$ cat src/rtl/yarp_lsu.sv
// yarp RV32I load/store unit: req/gnt/rvalid data-memory master with store lane
// steering and load alignment/extension. Optional misalignment trap: YARP_LSU_MISALIGN_CHK_EN.
module yarp_lsu (
  input  logic        clk,
  input  logic        reset_n,
  input  logic        ex_valid_i,
  input  logic [31:0] data_addr_i,
  input  logic [31:0] data_wr_i,
  input  logic        mem_rd_i,
  input  logic        mem_wr_i,
  input  logic [1:0]  mem_size_i,
  input  logic        mem_zero_extnd_i,
  output logic        lsu_busy_o,
  output logic        lsu_done_o,
  output logic [31:0] rd_data_o,
  output logic        misalign_o,
  output logic        dmem_req_o,
  input  logic        dmem_gnt_i,
  output logic [31:0] dmem_addr_o,
  output logic        dmem_we_o,
  output logic [3:0]  dmem_be_o,
  output logic [31:0] dmem_wdata_o,
  input  logic        dmem_rvalid_i,
  input  logic [31:0] dmem_rdata_i
);

  typedef enum logic [1:0] {S_IDLE, S_REQ, S_WAIT, S_DONE} state_t;

  state_t      state, state_nxt;
  logic        accept;
  logic        misalign_nxt;
  logic [3:0]  be_nxt;
  logic [31:0] wdata_nxt;
  logic [31:0] load_data;
  logic [7:0]  load_byte;
  logic [15:0] load_half;

  logic [31:0] addr_q;
  logic [1:0]  size_q;
  logic        zext_q;
  logic        we_q;
  logic [3:0]  be_q;
  logic [31:0] wdata_q;
  logic [31:0] rd_data_q;

  assign accept = ex_valid_i & (mem_rd_i | mem_wr_i);

`ifdef YARP_LSU_MISALIGN_CHK_EN
  logic misalign_q;
  // Half needs addr[0]==0; word (size 10 or 11) needs addr[1:0]==0.
  assign misalign_nxt = ((mem_size_i == 2'b01) & data_addr_i[0]) |
                        (mem_size_i[1] & (|data_addr_i[1:0]));
`else
  assign misalign_nxt = 1'b0;
`endif

  // Store lane steering, computed from the live execute inputs at acceptance.
  always_comb begin
    // NOTE: every always_comb output gets a default first so no path can infer a latch.
    be_nxt    = 4'b1111;
    wdata_nxt = data_wr_i;
    case (mem_size_i)
      2'b00: begin
        be_nxt    = 4'b0001 << data_addr_i[1:0];
        wdata_nxt = {4{data_wr_i[7:0]}};
      end
      2'b01: begin
        be_nxt    = 4'b0011 << {data_addr_i[1], 1'b0};
        wdata_nxt = {2{data_wr_i[15:0]}};
      end
      default: ;
    endcase
  end

  // Load alignment and extension use the registered offset/size/extend flag.
  always_comb begin
    load_byte = dmem_rdata_i[{addr_q[1:0], 3'b000} +: 8];
    load_half = dmem_rdata_i[{addr_q[1], 4'b0000} +: 16];
    load_data = dmem_rdata_i;
    case (size_q)
      2'b00:   load_data = {{24{~zext_q & load_byte[7]}}, load_byte};
      2'b01:   load_data = {{16{~zext_q & load_half[15]}}, load_half};
      default: ;
    endcase
  end

  always_ff @(posedge clk or negedge reset_n) begin
    if (!reset_n) state <= S_IDLE;
    else          state <= state_nxt;
  end

  always_comb begin
    state_nxt  = state;
    lsu_busy_o = 1'b0;
    case (state)
      S_IDLE: begin
        if (accept) begin
          lsu_busy_o = 1'b1;
          state_nxt  = misalign_nxt ? S_DONE : S_REQ;
        end
      end
      S_REQ: begin
        lsu_busy_o = 1'b1;
        if (dmem_gnt_i) state_nxt = we_q ? S_DONE : S_WAIT;
      end
      S_WAIT: begin
        // rvalid is only honoured here, so one arriving in the grant cycle is dropped.
        lsu_busy_o = 1'b1;
        if (dmem_rvalid_i) state_nxt = S_DONE;
      end
      S_DONE:  state_nxt = S_IDLE;
      default: state_nxt = S_IDLE;
    endcase
  end

  always_ff @(posedge clk or negedge reset_n) begin
    // NOTE: these are plain registers, not a memory array, so all are reset to give zero outputs.
    if (!reset_n) begin
      addr_q    <= '0;
      size_q    <= '0;
      zext_q    <= 1'b0;
      we_q      <= 1'b0;
      be_q      <= '0;
      wdata_q   <= '0;
      rd_data_q <= '0;
`ifdef YARP_LSU_MISALIGN_CHK_EN
      misalign_q <= 1'b0;
`endif
    end else begin
      // NOTE: non-blocking assignments so every register samples pre-edge values.
      if ((state == S_IDLE) && accept) begin
        addr_q  <= data_addr_i;
        size_q  <= mem_size_i;
        zext_q  <= mem_zero_extnd_i;
        we_q    <= mem_wr_i;
        be_q    <= be_nxt;
        wdata_q <= wdata_nxt;
`ifdef YARP_LSU_MISALIGN_CHK_EN
        misalign_q <= misalign_nxt;
`endif
      end
      if ((state == S_WAIT) && dmem_rvalid_i) rd_data_q <= load_data;
    end
  end

  assign lsu_done_o   = (state == S_DONE);
  assign dmem_req_o   = (state == S_REQ);
  assign dmem_addr_o  = {addr_q[31:2], 2'b00};
  assign dmem_we_o    = we_q;
  assign dmem_be_o    = be_q;
  assign dmem_wdata_o = wdata_q;
  assign rd_data_o    = rd_data_q;

`ifdef YARP_LSU_MISALIGN_CHK_EN
  assign misalign_o = lsu_done_o & misalign_q;
`else
  assign misalign_o = 1'b0;
`endif

endmodule

$ cat config.mk
export PLATFORM = sky130hd
export DESIGN_NAME = yarp_lsu
export DESIGN_NICKNAME = d
export VERILOG_FILES = /design/src/rtl/yarp_lsu.sv
export SDC_FILE = /design/constraint.sdc
export NUM_CORES = 1
export LEC_CHECK = 0
export ABC_AREA = 0
export CAP_MARGIN = 0
export CORE_MARGIN = 2
export CORE_UTILIZATION = 40
export DETAILED_ROUTE_END_ITERATION = 8
export GPL_TIMING_DRIVEN = 1
export HOLD_SLACK_MARGIN = 0.06
export PLACE_DENSITY_LB_ADDON = 0.05
export SLEW_MARGIN = 20
export SYNTH_ARGS = -nofsm -noshare
export SYNTH_HDL_FRONTEND = slang
export SYNTH_SLANG_ARGS = --single-unit
$ cat constraint.sdc
create_clock -name clk -period 1.6 [get_ports clk]
set_input_delay 0.16 -clock clk [delete_from_list [all_inputs] [get_ports clk]]
set_output_delay 0.16 -clock clk [all_outputs]
set_load 0.02 [all_outputs]
==> results.md, run 1 <==
- Number of port buffers: 207
- FFs w/ async S/R, synth: 100%
- Largest incremental delay on the critical path: 380 ps
- Post-route fraction of the period consumed by the critical path: 105%
- Number of buffers added by the clock tree synthesis step: 9
- Synth top area cells: dfrtp_1, mux2_2, buf_4
- Violated checks: negative setup slack
- Power Dens Cells: 1970 nW/µm²
- Sinks on Clock Net: 106
- Post-detail-place hpwl: 10500 µm
- Overall die height: 120 µm
- Core area: 13100 µm²
- Number of DRC violations after detailed-routing iteration 0: 317
- Initial antenna violation count: 0
- Final routed wirelength across all metal layers: 16200 µm
- Path type of the worst min-delay path: input pin to asynchronous set/reset pin
- Post-route setup TNS: -1100 ps
- Total global-route track usage: 21.2%
- GR Layer Usage met1: 27.1%
- Setup repair after global routing missed its margin: yes
- Power share of the sequential group: 29.3%
- Number of max-slew violations in the final report: 0
- Cells after synthesis: 490
- Residual DRC count: 0
- Number of enable flip-flop cells after synthesis: 0
- Die outline width: 120 µm
- Maximum Capacitance Violations: 0
- Critical-path maximum fanout: 8
- Post-synthesis cell type with the largest combined area: dfrtp_1
- Pin count of the biggest net entering global routing: 35
- Maximum ir drop on the vdd rail: 1.02 mV
- PnR Total Power: 17.0 mW
- Fmax: 597 MHz
- Clk pwr share: 14.6%
- Number of buffers on the longest clock path: 2
- Number of detailed-routing iterations run before antenna repair: 4
- Remaining Overflow, GRT: 0
- Clock Pin Slew Worst Setup and Hold Paths: 70 ps
- Later-pin clock latency in the skew report: 350 ps
- Detail-routed net length per standard cell: 18.5 µm
- Yosys warning total: 0
- Worst Slack Setup Final: -73.8 ps
- Number of nets in the finished design: 807
- Leakage Power: 3.80 nW
- I/O pin count: 211
- Routability cong.: 0.870
- Post-synthesis sequential area ratio: 49.6%
- Sort of element at the end of the critical path: register
- Arrival time of the worst setup path: 1910 ps
- Global-route wire length before repair: 23700 µm
- Setup-failing EPs final: 19
- Outcome: finished, violations left
- Utilization after layout: 65.6%
- Worst-Margin Slew: 635 ps
- Root Buffer: clkbuf_16
- Number of global-route vias before repair: 4512
- Post-synthesis cell area: 5350 µm²
- TritonCTS clock tree: done
- Diode count: 0
- Number of H-tree levels: 3
- Combined buffer and inverter count along the critical path: 4
- Via count: 4569
- Synth top area share: 49.6%
- Register bit total from synthesis: 106
- Internal power: 10.6 mW
- Final setup skew: 4.74 ps
- Met3 capacity usage during global routing: 5.99%
- Gr busiest metal: met2
- Worst-case setup slack after placement: -252 ps
- Antenna Nets Post-Route: 0
- Final Hold Vio Count: 0
- Dominant delay contributor by cell family on the critical path: buffers and inverters
- Critical-path cell list: inv_2 > ha_4 > o211ai_1 > buf_4 > buf_6 > clkbuf_16 > mux2_4
- Vias per inst: 5.21
- Final period demand of the worst path: 1670 ps
- Launching point of the worst reg2reg path: state[0]
- Switch share: 37.8%
- Worst slew slack as a fraction of its limit: 57.6%
- Data required time at the worst endpoint: 1840 ps
- Layout cell share with drive strength beyond 1: 25.1%
- Critical path launch point type: register
- Slowest CP cell: dfrtp_1
- Top FF cell, synth: dfrtp_1
- Area overhead of the layout relative to synthesis: 61.0%
- Number of library cell types mapped by synthesis: 36
- Effective utilization at floorplan: 40.7%
- Number of standard-cell rows in the floorplan: 42
- Worst setup startpoint: state[0]
- Comb pwr share: 56.1%
- Fraction of met2 tracks used by global routing: 34.6%
- Type of the worst setup path: register to register
- Die ar.: 14300 µm²
- Net switching power: 6.42 mW
- Mean cell area of the mapped netlist: 10.9 µm²
## cells in the mapped netlist, drive strengths merged, types with 5 or more instances
library cell    n
o21ai          45
a31oi          17
ha              5
and2           17
a21oi          13
mux2           59
nor2           35
a221oi         14
buf            54
clkbuf         13
and2b           6
dfrtp         106
nand2          32
and3b           7
o22ai          16
mux2i          25
## metrics by stage
stage / hold WS [ps] / area [µm²] / instances
global placement: 150 / 7590 / 842
finish: 310 / 8610 / 877
CTS: 324 / 8070 / 867
detailed placement: 153 / 7590 / 842
global route: 337 / 8610 / 877
floorplan: -136 / 5370 / 492
## placed cells by master, fill, tap and decap left out, types with 3 or more instances in the layout
cell type | synthesis | final
a21oi_1 | 13 | 12
a221oi_1 | 14 | 12
a31oi_1 | 17 | 17
and2_1 | 17 | 16
and2b_1 | 6 | 6
and3b_1 | 7 | 7
buf_12 | 0 | 12
buf_4 | 37 | 24
buf_6 | 1 | 4
buf_8 | 1 | 4
clkbuf_16 | 0 | 17
clkdlybuf4s50_1 | 0 | 203
conb_1 | 1 | 3
dfrtp_1 | 106 | 104
mux2_2 | 59 | 25
mux2_4 | 0 | 34
mux2i_1 | 25 | 25
nand2_1 | 31 | 15
nand2_2 | 0 | 12
nand2_4 | 1 | 5
nand4b_1 | 3 | 3
nor2_1 | 34 | 34
nor2b_1 | 4 | 4
o21ai_0 | 45 | 26
o21ai_1 | 0 | 10
o21ai_2 | 0 | 9
o22ai_1 | 16 | 15
## per-layer routing
| layer | share of wire (%) | routed length (µm) |
|---|---|---|
| met5 | 0 | 0 |
| met4 | 2.0 | 318 |
| met1 | 41 | 6710 |
| met3 | 8.3 | 1350 |
| met2 | 48 | 7840 |
## logic make-up after synthesis
| logic type | Yosys count | share of synthesized area, % |
|---|---|---|
| AOI/OAI and AO/OA | 112 | 12.7 |
| adders and majority gates | 5 | 1.17 |
| buffers and inverters | 71 | 8.28 |
| DFF | 106 | 49.6 |
| muxes | 85 | 17.5 |
| other | 1 | 0.0701 |
| and+or+nand+nor | 110 | 10.7 |
## final cells by class
cell class	count	area, µm²
timing repair buffer	259	2810
inverter	4	15.0
fill	1038	4520
sequential	106	2660
multi-input combinational	316	2580
clock inverter	6	96.3
clock buffer	10	239
tap	176	220
## flip-flops by register name, summed over array words and instances, names as in the netlist
name          flops
zext_q            1
rd_data_o        32
addr_q           32
dmem_we_o         1
dmem_be_o         4
size_q            2
dmem_wdata_o     32
state             2
## final timing paths
check / to / slack (ps) / depth (start not counted)
worst min register to register: dmem_wdata_o[20] / 490 / 2
worst max register to register: dmem_wdata_o[7] / -70 / 7
min in group clk: addr_q[10] / 420 / 2
max in group asynchronous: rd_data_o[4] / 700 / 3
worst max-delay path: dmem_wdata_o[7] / -70 / 7
worst min-delay path: rd_data_o[26] / 310 / 2
## repair_timing
item	CTS	global route
setup endpoints to repair	91	104
pin swaps	3	14
endpoints found under the hold margin	30	0
hold buffers	1	0
setup buffers	4	2
gates cloned	4	9
gates resized for setup	29	107
## power by group through the flow
stage | Combinational, mW | Clock, mW | Sequential (mW)
final | 9.52 | 2.48 | 4.97
after global routing | 10.1 | 2.65 | 5.15
after CTS | 8.62 | 2.53 | 4.88
after detailed placement | 8.38 | 0 | 4.90
after global placement | 8.27 | 0 | 4.84
after floorplan | 4.08 | 0 | 5.73
(Power assumes the default switching activity.)
==> run 2: changes to the inputs <==
- ABC_AREA: 0 -> 1
- CAP_MARGIN: 0 -> default
- CORE_UTILIZATION: 40 -> 24
==> run 2 against run 1 <==
Net effect:
- the run now ends clean
- register-to-register slack better by 190 ps
- worst setup slack better by 130 ps
- combinational power down 14%
- flip-flop and latch count unchanged
- synthesized cell count up 34%
- via count up 6.5%
==> results.md, run 2 <==
- Outcome: completed (was finished, violations left)
- Arrival time of the worst setup path: 1390 ps (was 1910 ps)
- I/O pin count: 211 (unchanged)
- Post-layout instance count excluding filler cells: 1122 (was 877)
- Sort of element at the end of the critical path: output pin (was register)
- Yosys warning total: 0 (unchanged)
- Top FF cell, synth: dfrtp_1 (unchanged)
- Hold Crit Depth: 3
- List of most frequent post-synthesis cells: nand2_1, dfrtp_1, o21ai_0, a21oi_1, buf_4 (was dfrtp_1, mux2_2, o21ai_0, buf_4, nor2_1)
- Number of nets in the finished design: 948 (was 807)
- Worst Hold End: addr_q[31]
- Initial antenna violation count: 0 (unchanged)
- Fmax: 646 MHz (was 597 MHz)
- Core area: 21600 µm² (was 13100 µm²)
- Number of buffers on the longest clock path: 2 (unchanged)
- Synth top area cells: dfrtp_1, nand2_1, o21ai_0 (was dfrtp_1, mux2_2, buf_4)
- Endpoint of the lowest-slack register-to-register path: state[1] (was dmem_wdata_o[7])
- Remaining Overflow, GRT: 0 (unchanged)
- Total global-route track usage: 14.8% (was 21.2%)
- Setup repair after global routing missed its margin: yes (unchanged)
- Final routed wirelength across all metal layers: 17100 µm (was 16200 µm)
- FFs w/ async S/R, synth: 100% (unchanged)
- Worst slack on hold paths: 339 ps (was 310 ps)
- Final setup skew: 8.25 ps (was 4.74 ps)
- Diode count: 0 (unchanged)
- Sinks on Clock Net: 106 (unchanged)
- Detail-routed net length per standard cell: 15.2 µm (was 18.5 µm)
- Critical path launch point type: register (unchanged)
- Worst Slack Setup Final: 53.1 ps (was -73.8 ps)
- Residual DRC count: 0 (unchanged)
- Number of max-slew violations in the final report: 0 (unchanged)
- Count leader, synth: nand2_1 (was dfrtp_1)
- Most frequent standard cell in the layout excluding fill and tap cells: nand2_1 (was clkdlybuf4s50_1)
- Post-synthesis sequential area ratio: 50.7% (was 49.6%)
- Post-route setup TNS: 0 ps (was -1100 ps)
- Number of buffers added by the clock tree synthesis step: 9 (unchanged)
- Critical-path maximum fanout: 5 (was 8)
- Path type of the worst min-delay path: input pin to register (was input pin to asynchronous set/reset pin)
- Number of DRC violations after detailed-routing iteration 0: 183 (was 317)
- Post-route fraction of the period consumed by the critical path: 96.7% (was 105%)
- Register bit total from synthesis: 106 (unchanged)
- Startpoint of the lowest-slack hold path: data_addr_i[31]
- Power Dens Cells: 1940 nW/µm² (was 1970 nW/µm²)
- Pin count of the biggest net entering global routing: 107 (was 35)
- Setup-failing EPs final: 0 (was 19)
- TritonCTS clock tree: done (unchanged)
- Synth top area share: 50.7% (was 49.6%)
- Maximum Capacitance Violations: 0 (unchanged)
- Area after detailed placement: 7480 µm² (was 7590 µm²)
- Clock Pin Slew Worst Setup and Hold Paths: 80 ps (was 70 ps)
- Area overhead of the layout relative to synthesis: 50.0% (was 61.0%)
- Number of H-tree levels: 3 (unchanged)
- Reg2Reg Depth: 7 (unchanged)
- Post-detail-place hpwl: 12400 µm (was 10500 µm)
- Effective utilization at floorplan: 24.2% (was 40.7%)
- Most used cells in the layout excluding fill and tap cells: nand2_1, clkdlybuf4s50_1, dfrtp_1 (was clkdlybuf4s50_1, dfrtp_1, mux2_4, nor2_1, o21ai_0)
- Leakage Power: 3.64 nW (was 3.80 nW)
- Vias per inst: 4.34 (was 5.21)
- Layout cell share with drive strength beyond 1: 8.31% (was 25.1%)
- Worst-case setup slack after placement: -50.4 ps (was -252 ps)
- Maximum ir drop on the vdd rail: 0.544 mV (was 1.02 mV)
- Via count: 4867 (was 4569)
- Number of port buffers: 207 (unchanged)
- Cell count after placement: 1103 (was 842)
- Number of standard-cell rows in the floorplan: 54 (was 42)
- Worst reg2reg setup slack: 120 ps (was -70 ps)
- Number of global-route vias before repair: 4944 (was 4512)
- Post-synthesis cell type with the largest combined area: dfrtp_1 (unchanged)
- Antenna Nets Post-Route: 0 (unchanged)
- Data required time at the worst endpoint: 1440 ps (was 1840 ps)
- Mean cell area of the mapped netlist: 7.95 µm² (was 10.9 µm²)
- Number of detailed-routing iterations run before antenna repair: 4 (unchanged)
- Finished Cell Area: 7850 µm² (was 8610 µm²)
- Later-pin clock latency in the skew report: 350 ps (about the same)
- Type of the worst setup path: register to output pin (was register to register)
- Routability cong.: 0.792 (was 0.870)
- Number of library cell types mapped by synthesis: 28 (was 36)
- Final Hold Vio Count: 0 (unchanged)
- PnR Total Power: 15.2 mW (was 17.0 mW)
- Post-synthesis cell area: 5230 µm² (was 5350 µm²)
- Global-route wire length before repair: 26300 µm (was 23700 µm)
- Launching point of the worst reg2reg path: state[0] (unchanged)
- Number of enable flip-flop cells after synthesis: 0 (unchanged)
- Utilization after layout: 36.3% (was 65.6%)
- Die outline width: 152 µm (was 120 µm)
- Final period demand of the worst path: 1550 ps (was 1670 ps)
- Overall die height: 152 µm (was 120 µm)
- Die ar.: 23000 µm² (was 14300 µm²)
- Root Buffer: clkbuf_16 (unchanged)
- Cells after synthesis: 658 (was 490)
- Worst slew slack as a fraction of its limit: 61.0% (was 57.6%)
- Worst-Margin Slew: 586 ps (was 635 ps)
==> run 2: area by class of cell <==
class	instances	area, µm²
Fill cell	2251	13800
Sequential cell	106	2650
Timing Repair Buffer	233	2340
Multi-Input combinational cell	457	2090
Tap cell	280	350
Clock buffer	11	243
Inverter	30	115
Clock inverter	5	61.3
==> run 2: report_power, final <==
part | leakage [nW] | switching, mW | internal, mW
sequential | 1.29 | 0.757 | 3.95
clock | 0.151 | 1.07 | 1.27
combinational | 2.20 | 4.52 | 3.66
==> run 2: metal layers <==
metal  part of all wire [%]  vias up  global-route usage, %
li1                       -     2412                      -
met3                    7.6       14                   3.71
met5                      0        -                      0
met1                     44     2294                   19.2
met4                    1.4        0                   4.63
met2                     47      147                   24.2
==> run 2: worst max-delay path by stage <==
stage	startpoint	endpoint
after floorplan	state[0]	lsu_busy_o
after global placement	mem_wr_i	dmem_wdata_o[12]
after detailed placement	mem_wr_i	dmem_wdata_o[20]
after CTS	state[0]	lsu_busy_o
after global routing	state[0]	lsu_busy_o
final	state[0]	lsu_busy_o
==> run 2: logic make-up after synthesis <==
family          count (synthesis)  share of synthesized area (%)
flops                         106                           50.7
fa+ha+maj                       5                           1.20
simple gates                  315                           24.0
compound gates                134                           13.9
buf+inv                        97                           10.2
other cells                     1                         0.0717
==> run 2: critical path: stages, from the launching register on <==
cell and delay (ps):
dfrtp_1 390, buf_4 160, ha_1 220, a21oi_2 130
buf_6 140
==> run 2: what timing repair did <==
action / 4_1_cts / 5_1_grt
gates resized for setup: 8 / 7
setup buffers: 1 / 0
hold endpoints to repair: 106 / 0
endpoints found under the setup margin: 3 / 11
hold buffers: 1 / 0
cloned: 0 / 1
pin swaps: 2 / 0
==> run 3: changes to the inputs <==
- CORE_MARGIN: 2 -> default
==> run 3 against run 2 <==
Net effect:
- core utilization rose by 1.7 points
- power rose by 2.5%
- register-to-register slack got worse by 50 ps
- non-clock buffer count rose by 8
- first-iteration DRC count rose by 18%
- die area fell by 2.6%
- maximum frequency rose by 0.41%
- clock skew fell by 0.66 ps
- sequential share of layout area fell by 0.90 points
- flip-flop and latch count did not move
- via count rose by 1.4%
- worst hold slack got worse by 3.5 ps
==> results.md, run 3 (synthesized netlist as in run 2, its figures left out) <==
- Outcome: completed (unchanged)
- Number of nets in the finished design: 956 (was 948)
- Final Hold Vio Count: 0 (unchanged)
- Filler cell count in the final layout: 2206 (was 2251)
- Routability cong.: 0.821 (was 0.792)
- Detail-routed net length per standard cell: 15.7 µm (was 15.2 µm)
- Residual DRC count: 0 (unchanged)
- Final period demand of the worst path: 1540 ps (was 1550 ps)
- Root Buffer: clkbuf_16 (unchanged)
- Setup-failing EPs final: 0 (unchanged)
- Largest incremental delay on the critical path: 650 ps (was 390 ps)
- Number of DRC violations after detailed-routing iteration 0: 216 (was 183)
- Hold Crit Depth: 3 (unchanged)
- Data required time at the worst endpoint: 1440 ps (about the same)
- Launching point of the worst reg2reg path: state[0] (unchanged)
- I/O pin count: 211 (unchanged)
- Post-detail-place hpwl: 12900 µm (was 12400 µm)
- Via count: 4937 (was 4867)
- Power Dens Cells: 1940 nW/µm² (about the same)
- Critical path launch point type: register (unchanged)
- Number of max-slew violations in the final report: 0 (unchanged)
- Number of global-route vias before repair: 5025 (was 4944)
- Initial antenna violation count: 0 (unchanged)
- Layout cell share with drive strength beyond 1: 9.88% (was 8.31%)
- Pin count of the biggest net entering global routing: 64 (was 107)
- TritonCTS clock tree: done (unchanged)
- Type of the worst setup path: register to output pin (unchanged)
- Antenna Nets Post-Route: 0 (unchanged)
- Dominant delay contributor by cell family on the critical path: buffers and inverters (was flip-flops)
- Arrival time of the worst setup path: 1380 ps (was 1390 ps)
- Final setup skew: 7.59 ps (was 8.25 ps)
- Post-route fraction of the period consumed by the critical path: 96.3% (was 96.7%)
- Core area: 21200 µm² (was 21600 µm²)
- Final routed wirelength across all metal layers: 17600 µm (was 17100 µm)
- Startpoint of the lowest-slack hold path: data_addr_i[14] (was data_addr_i[31])
- Combined buffer and inverter count along the critical path: 1 (was 2)
- PnR Total Power: 15.6 mW (was 15.2 mW)
- Number of standard-cell rows in the floorplan: 53 (was 54)
- Die outline width: 150 µm (was 152 µm)
- Critical-path cell list: clkdlybuf4s50_1 (was buf_4 > ha_1 > a21oi_2 > buf_6)
- Number of H-tree levels: 3 (unchanged)
- Finished Cell Area: 8060 µm² (was 7850 µm²)
- Later-pin clock latency in the skew report: 350 ps (about the same)
- Overall die height: 150 µm (was 152 µm)
- Most used cells in the layout excluding fill and tap cells: nand2_1, clkdlybuf4s50_1, dfrtp_1 (unchanged)
- Total global-route track usage: 15.8% (was 14.8%)
- Area after detailed placement: 7540 µm² (was 7480 µm²)
- Effective utilization at floorplan: 24.7% (was 24.2%)
- Leakage Power: 3.74 nW (was 3.64 nW)
- Number of buffers on the longest clock path: 2 (unchanged)
- Remaining Overflow, GRT: 0 (unchanged)
- Diode count: 0 (unchanged)
- Fmax: 649 MHz (was 646 MHz)
- Number of detailed-routing iterations run before antenna repair: 4 (unchanged)
- Reg2Reg Depth: 9 (was 7)
- Worst Hold End: addr_q[14] (was addr_q[31])
- Maximum Capacitance Violations: 0 (unchanged)
- Number of port buffers: 207 (unchanged)
- Vias per inst: 4.39 (was 4.34)
- Worst slack on hold paths: 335 ps (was 339 ps)
- Die ar.: 22400 µm² (was 23000 µm²)
- Clock Pin Slew Worst Setup and Hold Paths: 80 ps (about the same)
- Slowest CP cell: clkdlybuf4s50_1 (was dfrtp_1)
- Area overhead of the layout relative to synthesis: 54.1% (was 50.0%)
- Sinks on Clock Net: 106 (unchanged)
- Maximum ir drop on the vdd rail: 0.693 mV (was 0.544 mV)
- Most frequent standard cell in the layout excluding fill and tap cells: nand2_1 (unchanged)
- Sort of element at the end of the critical path: output pin (unchanged)
- Global-route wire length before repair: 27200 µm (was 26300 µm)
- Worst reg2reg setup slack: 70 ps (was 120 ps)
- Path type of the worst min-delay path: input pin to register (unchanged)
- Endpoint of the lowest-slack register-to-register path: rd_data_o[4] (was state[1])
- Critical-path maximum fanout: 2 (was 5)
- Number of buffers added by the clock tree synthesis step: 9 (unchanged)
[run 3: changes by cell type in the layout (fill, tap and decap cells not counted), sizes merged]
cell,change
bufbuf,+1
clkbuf,-2
clkinvlp,+2
clkdlybuf4s50,-2
buf,+7
dlymetal6s2s,+2
[run 3: worst max-delay path by stage]
stage                startpoint  cells past startpoint                to
5_1_grt                state[0]                      9      rd_data_o[4]
2_1_floorplan          state[0]                      6        lsu_busy_o
3_5_place_dp           mem_wr_i                      5        lsu_busy_o
3_3_place_gp           mem_wr_i                      5        lsu_busy_o
4_1_cts                state[0]                      5        lsu_busy_o
6_report       dmem_wdata_o[31]                      1  dmem_wdata_o[31]
[run 3: layout make-up]
class                   instances  area [µm²]  share of cell area (%)
clock inverters                 7        76.3                   0.947
repair buffers                241        2510                    31.1
clock buffers                   9         225                    2.79
well taps                     275         344                    4.27
inverters                      30         120                    1.49
flip-flops and latches        106        2650                    32.9
multi-input cells             457        2130                    26.5
[run 3: timing repair]
action | CTS | global route
setup endpoints to repair | 55 | 67
pin swaps | 0 | 6
cloned | 1 | 3
setup buffers | 0 | 0
resized for setup | 16 | 27
hold buffers | 1 | 0
hold endpoints to repair | 106 | 0
[run 3: metal layers]
layer  GRT usage (%)  wire (µm)  up-vias  share of wire (%)
met5               0          0        -                  0
met4            5.36        243        0                1.4
met3            4.02       1270       16                7.2
met2            26.3       8550      143                 48
met1            19.7       7580     2346                 43
li1                -          -     2432                  -
[run 3: report_power, final]
part           internal [mW]  switching (mW)
logic                   3.89            4.67
clock network           1.23            1.09
registers               3.95           0.772
total                   9.06            6.54
[run 3: metrics by stage]
step           TNS (ps)  instances  setup WS (ps)  utilization, %
6_report              0       1125           59.4            38.0
4_1_cts           -13.7       1122          -13.7            37.2
5_1_grt           -18.1       1125          -8.06            38.0
2_1_floorplan         0        660           41.2               -
3_3_place_gp     -11470       1104           -281            35.5
3_5_place_dp     -13240       1104           -271            35.5
[run 3: worst min-delay path, cell delays in order]
cell,delay [ps]
clkdlybuf4s50_1,390
nand2_1,60
nand2_1,40
